==> src/rtl/axi4_w_sync.sv <==
`default_nettype none
// ============================================================================
//  Module      : axi4_w_sync
//  Description : W-channel companion stage for the AXI4 write path. Holds the
//                AWLEN of every AW handshake in a small length FIFO, releases
//                W beats only against an announced burst, regenerates WLAST
//                from AWLEN, flags WLAST mismatches and drives one registered
//                W stage towards the slave.
//  Revision    : 1.0 - initial release
// ============================================================================
module axi4_w_sync #(
    parameter int AXI_DATA_WIDTH = 64,
    parameter int AXI_USER_WIDTH = 4,
    parameter int AW_DEPTH       = 4
) (
    input  logic                          axi4_aclk,
    input  logic                          axi4_arstn,

    // Burst length announcement from the AW side
    input  logic                          awlen_valid,
    output logic                          awlen_ready,
    input  logic [7:0]                    awlen,

    // W channel from the master
    input  logic [AXI_DATA_WIDTH-1:0]     s_axi4_wdata,
    input  logic [AXI_DATA_WIDTH/8-1:0]   s_axi4_wstrb,
    input  logic                          s_axi4_wlast,
    input  logic [AXI_USER_WIDTH-1:0]     s_axi4_wuser,
    input  logic                          s_axi4_wvalid,
    output logic                          s_axi4_wready,

    // W channel towards the slave
    output logic [AXI_DATA_WIDTH-1:0]     m_axi4_wdata,
    output logic [AXI_DATA_WIDTH/8-1:0]   m_axi4_wstrb,
    output logic                          m_axi4_wlast,
    output logic [AXI_USER_WIDTH-1:0]     m_axi4_wuser,
    output logic                          m_axi4_wvalid,
    input  logic                          m_axi4_wready,

    // Status
    output logic                          wlast_err,
    output logic [$clog2(AW_DEPTH):0]     aw_outstanding
);

    // ------------------------------------------------------------------------
    // Constants
    // ------------------------------------------------------------------------
    localparam int                 c_PTR_W = $clog2(AW_DEPTH);
    localparam int                 c_CNT_W = c_PTR_W + 1;
    localparam int                 c_STRB_W = AXI_DATA_WIDTH / 8;
    localparam logic [c_CNT_W-1:0] c_DEPTH = c_CNT_W'(AW_DEPTH);

    // ------------------------------------------------------------------------
    // Length FIFO state
    // ------------------------------------------------------------------------
    logic [7:0]            r_len_mem [AW_DEPTH];
    logic [c_PTR_W-1:0]    r_wr_ptr;
    logic [c_PTR_W-1:0]    r_rd_ptr;
    logic [c_CNT_W-1:0]    r_count;

    // ------------------------------------------------------------------------
    // Beat tracking and output register state
    // ------------------------------------------------------------------------
    logic [7:0]                 r_beat_cnt;
    logic                       r_wvalid;
    logic                       r_wlast;
    logic [AXI_DATA_WIDTH-1:0]  r_wdata;
    logic [c_STRB_W-1:0]        r_wstrb;
    logic [AXI_USER_WIDTH-1:0]  r_wuser;
    logic                       r_wlast_err;

    // ------------------------------------------------------------------------
    // Combinational control
    // ------------------------------------------------------------------------
    logic       w_full;
    logic       w_head_ok;
    logic [7:0] w_head_len;
    logic       w_slot_free;
    logic       w_accept;
    logic       w_beat_is_last;
    logic       w_push;
    logic       w_pop;

    assign w_full         = (r_count == c_DEPTH);
    assign w_head_ok      = (r_count != '0);
    // Only meaningful while the FIFO is non-empty; every use is gated by w_head_ok.
    assign w_head_len     = r_len_mem[r_rd_ptr];

    // The output slot can take a new beat if it is empty or being drained now.
    assign w_slot_free    = !r_wvalid || m_axi4_wready;
    assign w_accept       = s_axi4_wvalid && w_head_ok && w_slot_free;
    assign w_beat_is_last = (r_beat_cnt == w_head_len);

    // A length pushed this cycle only becomes visible at the head next cycle.
    assign w_push         = awlen_valid && !w_full;
    assign w_pop          = w_accept && w_beat_is_last;

    // ------------------------------------------------------------------------
    // Outputs
    // ------------------------------------------------------------------------
    assign awlen_ready    = !w_full;
    assign s_axi4_wready  = w_head_ok && w_slot_free;
    assign m_axi4_wdata   = r_wdata;
    assign m_axi4_wstrb   = r_wstrb;
    assign m_axi4_wlast   = r_wlast;
    assign m_axi4_wuser   = r_wuser;
    assign m_axi4_wvalid  = r_wvalid;
    assign wlast_err      = r_wlast_err;
    assign aw_outstanding = r_count;

    // Length storage; entries beyond the occupancy count are never read, so
    // the array itself needs no reset.
    always_ff @(posedge axi4_aclk) begin
        if (w_push) begin
            r_len_mem[r_wr_ptr] <= awlen;
        end
    end

    // FIFO pointers and occupancy; pointers wrap naturally as depth is 2^n.
    always_ff @(posedge axi4_aclk or negedge axi4_arstn) begin
        if (!axi4_arstn) begin
            r_wr_ptr <= '0;
            r_rd_ptr <= '0;
            r_count  <= '0;
        end else begin
            if (w_push) begin
                r_wr_ptr <= r_wr_ptr + 1'b1;
            end
            if (w_pop) begin
                r_rd_ptr <= r_rd_ptr + 1'b1;
            end
            case ({w_push, w_pop})
                2'b10:   r_count <= r_count + 1'b1;
                2'b01:   r_count <= r_count - 1'b1;
                default: r_count <= r_count;
            endcase
        end
    end

    // Beat counter within the head burst; restarts at the AWLEN match so a
    // 256-beat burst never needs a ninth bit.
    always_ff @(posedge axi4_aclk or negedge axi4_arstn) begin
        if (!axi4_arstn) begin
            r_beat_cnt <= '0;
        end else if (w_accept) begin
            if (w_beat_is_last) begin
                r_beat_cnt <= '0;
            end else begin
                r_beat_cnt <= r_beat_cnt + 1'b1;
            end
        end
    end

    // Single registered W stage; payload only changes on accept so it holds
    // steady under slave backpressure.
    always_ff @(posedge axi4_aclk or negedge axi4_arstn) begin
        if (!axi4_arstn) begin
            r_wvalid <= 1'b0;
            r_wlast  <= 1'b0;
            r_wdata  <= '0;
            r_wstrb  <= '0;
            r_wuser  <= '0;
        end else if (w_accept) begin
            r_wvalid <= 1'b1;
            r_wlast  <= w_beat_is_last;
            r_wdata  <= s_axi4_wdata;
            r_wstrb  <= s_axi4_wstrb;
            r_wuser  <= s_axi4_wuser;
        end else if (m_axi4_wready) begin
            r_wvalid <= 1'b0;
        end
    end

    // One-cycle pulse when the master's WLAST disagrees with the AWLEN count;
    // the burst itself is always framed by AWLEN.
    always_ff @(posedge axi4_aclk or negedge axi4_arstn) begin
        if (!axi4_arstn) begin
            r_wlast_err <= 1'b0;
        end else begin
            r_wlast_err <= w_accept && (s_axi4_wlast != w_beat_is_last);
        end
    end

endmodule
`default_nettype wire

==> config.mk <==
export PLATFORM = sky130hd
export DESIGN_NAME = axi4_w_sync
export DESIGN_NICKNAME = d
export VERILOG_FILES = /design/src/rtl/axi4_w_sync.sv
export SDC_FILE = /design/constraint.sdc
export NUM_CORES = 1
export LEC_CHECK = 0
export ABC_CLOCK_PERIOD_IN_PS = 8080
export BUFFER_PORTS_ARGS = -buffer_cell sky130_fd_sc_hd__buf_4
export CORE_MARGIN = 5
export CORE_UTILIZATION = 54
export CTS_CLUSTER_DIAMETER = 60
export DETAILED_ROUTE_END_ITERATION = 16
export PLACE_DENSITY = 0.85
export SETUP_SLACK_MARGIN = 0.4
export SLEW_MARGIN = 5
export SYNTH_ARGS = -nofsm -noshare
export SYNTH_HDL_FRONTEND = slang
export SYNTH_SLANG_ARGS = --single-unit
export TNS_END_PERCENT = 100
==> constraint.sdc <==
create_clock -name axi4_aclk -period 8.08 [get_ports axi4_aclk]
set_input_delay 0.404 -clock axi4_aclk [delete_from_list [all_inputs] [get_ports axi4_aclk]]
set_output_delay 0.404 -clock axi4_aclk [all_outputs]
set_load 0.005 [all_outputs]
==> results by group <==
Run status
  • Status: complete, no violations

Drt
  • Vias: 3322
  • Drt pass-1 iters: 5
  • DRC errors left: 0
  • Routed vias/inst: 5.341
  • DRT Wirelength: 12110 µm
  • Routed WL per cell: 19.47 µm
  • Post-route ant nets: 0
  • Detailed Route Iter0 Violations: 140

Synthesis
  • Most used DFF post-synth: dfrtp_1
  • Syn Nets: 415
  • Post-synthesis compound-gate area fraction: 2.392%
  • Yosys warnings: 0
  • Largest family of logic cells by synthesized area: multiplexers
  • Post-Synth Adder-Cell Area: 1.874%
  • Sequential area share after synthesis: 65.30%
  • EDFF count, synth: 32
  • Synth Area in Simple Gates: 4.932%
  • Syn_area_per_cell: 15.95 µm²
  • Synth cell types: 37
  • Post-Synthesis Cells: 318
  • Post-synth ARST share: 74.60%
  • FF+latch count, synth: 126
  • Cell area after synthesis: 5074 µm²
  • Post-Synth XOR/XNOR Area: 2.417%
  • Mux contribution to synthesized area: 21.06%

Power and ir drop
  • Final Total Pwr: 2.679 mW
  • Max VDD drop: 0.2561 mV
  • P_leak: 3.215 nW
  • Cell Pwr Density: 377.0 nW/µm²

Layout
  • Fraction of layout cells with a size suffix above 1: 56.36%
  • Commonest non-fill, non-tap cell in the layout: buf_4
  • Ant diodes: 0
  • Number of fill cells: 546
  • Area Overhead vs Synth: 40.02%
  • Most frequent cells in the layout: 175 x buf_4, 94 x dfrtp_1, 76 x mux2_2
  • Nets: 595
  • Multi-input logic area: 1675 µm²
  • FF+latch area: 3313 µm²
  • Final Util: 77.25%

Clock network
  • Cts repair resizes: 0
  • Number of buffers created by CTS: 17
  • H-tree levels: 4
  • Worst-Skew Late Latency: 510 ps
  • TritonCTS clock tree: built
  • CTS Sinks: 126
  • Clock Path Buffers: 2
  • Clock Root Buffer: clkbuf_8
  • Reg clk slew, reported paths: 60 ps

GRT
  • Vias in the first global route: 3682
  • Gr usage total: 22.25%
  • Initial antenna violation count: 0
  • Largest net degree at the start of global routing: 97
  • First-pass GRT wire length: 19110 µm
  • GR Overflow Total: 0

Floorplan
  • Standard-cell rows: 35
  • Num ports: 174
  • Die area: 11430 µm²
  • Die height: 106.9 µm
  • Horiz. Die Dim: 106.9 µm
  • Core area: 9196 µm²
  • Initial Utilization: 55.17%

Place
  • Worst Setup Slack post-DPL: 4642 ps
  • GPL Wtd Cong: 0.7130
  • DPL Wire Length: 8576 µm
  • # port buffers: 173

Flow run
  • Maximum Capacitance Violations: 0

Hold path
  • Hold crit path type: input port to register
  • Hold path startpoint: awlen[4]
  • Worst hold path depth: 1
  • Worst Hold End: r_len_mem[1][4]

Timing
  • Skew final: 11.52 ps
  • Peak Freq: 275.7 MHz
  • Final WS setup: 4452 ps
  • Worst Tran Pin Value: 1136 ps
  • RSZ-0062 raised after global routing: false
  • Final setup viols: 0
  • Slew headroom: 24.29%
  • Hold Fails Final Rpt: 0
  • Total negative slack: 0 ps
  • Fin. max-slew vios: 0
  • Period utilization: 44.90%
  • WHS: 95.54 ps
  • Post-layout min period: 3628 ps

Setup path
  • Worst r2r dst: aw_outstanding[2]
  • CP Data Required Time: 8510 ps
  • R2R depth: 10
  • Crit. End Element: register
  • CP Data Arrival Time: 4060 ps
  • Setup crit start kind: register
  • Crit. Startpoint: r_rd_ptr[0]
  • Worst R2R Setup Slack: 4450 ps
  • CP max FO: 11
  • RR Startpoint: r_rd_ptr[0]
  • Crit path kind: register to register
## synth_stat cells, drive strengths merged, types with 2 or more instances
cell	n	share of area, %
o21ai	10	0.99
clkbuf	9	0.67
dfrtp	94	46
a21oi	2	0.20
nand3	4	0.39
mux4	8	4.0
buf	6	0.84
xnor2	11	1.9
inv	7	0.52
and3	5	0.62
nor3	6	0.81
ha	6	1.5
nand4	3	0.37
o211ai	4	0.59
mux2	76	17
edfxtp	32	19
nor2	2	0.20
nand2	16	1.2
xor2	3	0.52
## worst max path at each step
stage	slack, ps	to	cells past startpoint
CTS	4480	aw_outstanding[2]	10
detailed placement	4640	aw_outstanding[2]	10
floorplan	5360	aw_outstanding[2]	12
global route	4290	aw_outstanding[2]	10
finish	4450	aw_outstanding[2]	10
global placement	4780	aw_outstanding[2]	10
## stage by stage
step,cell area [µm²],instances
floorplan,5074,318
global placement,6467,589
detailed placement,6467,589
CTS,7104,622
global route,7104,622
finish,7104,622
## state kept, by name, summed over array words and instances (netlist names)
name and flops:
r_rd_ptr 2, m_axi4_wdata 64, r_wr_ptr 2, m_axi4_wlast 1, r_beat_cnt 8, m_axi4_wvalid 1, wlast_err 1, m_axi4_wstrb 8
aw_outstanding 3, m_axi4_wuser 4, r_len_mem 32
## area by class of cell
type / instances / share of cell area (%)
Sequential cell: 126 / 46.64
Multi-Input combinational cell: 170 / 23.58
Timing Repair Buffer: 176 / 18.63
Clock buffer: 20 / 6.287
Clock inverter: 12 / 2.536
Tap cell: 111 / 1.955
Inverter: 7 / 0.3698
## where the power goes
group | internal (mW) | leakage [nW] | switching, mW
logic | 0.496 | 1.53 | 0.339
registers | 0.890 | 1.38 | 0.157
clock network | 0.522 | 0.306 | 0.274
## repair_timing
| item | 4_1_cts | 5_1_grt |
|---|---|---|
| hold endpoints to repair | 26 | 0 |
| hold buffers | 1 | 0 |
| setup buffers | 0 | 0 |
## logic make-up after synthesis
group           count (synthesis)
flops                         126
mux                            85
simple gates                   44
buf+inv                        22
compound gates                 20
xor+xnor                       14
fa+ha+maj                       7
## worst max-delay path, cell delays in order, from the launching register on
cell and delay (ps):
dfrtp_1 630, mux4_1 650, xnor2_1 230, nand4_1 520, nor3_4 410, ha_1 260, inv_1 70, fa_1 370
xor2_1 150, nor2_1 120, xor2_1 150
## routing by layer
metal | vias up | routed length, µm | GRT usage, %
met3 | 15 | 809 | 7.345
met5 | - | 0 | 0
met1 | 1649 | 4280 | 25.19
met2 | 138 | 6780 | 39.25
li1 | 1520 | - | -
met4 | 0 | 238 | 8.037
Power figures use the tool's default switching activity.
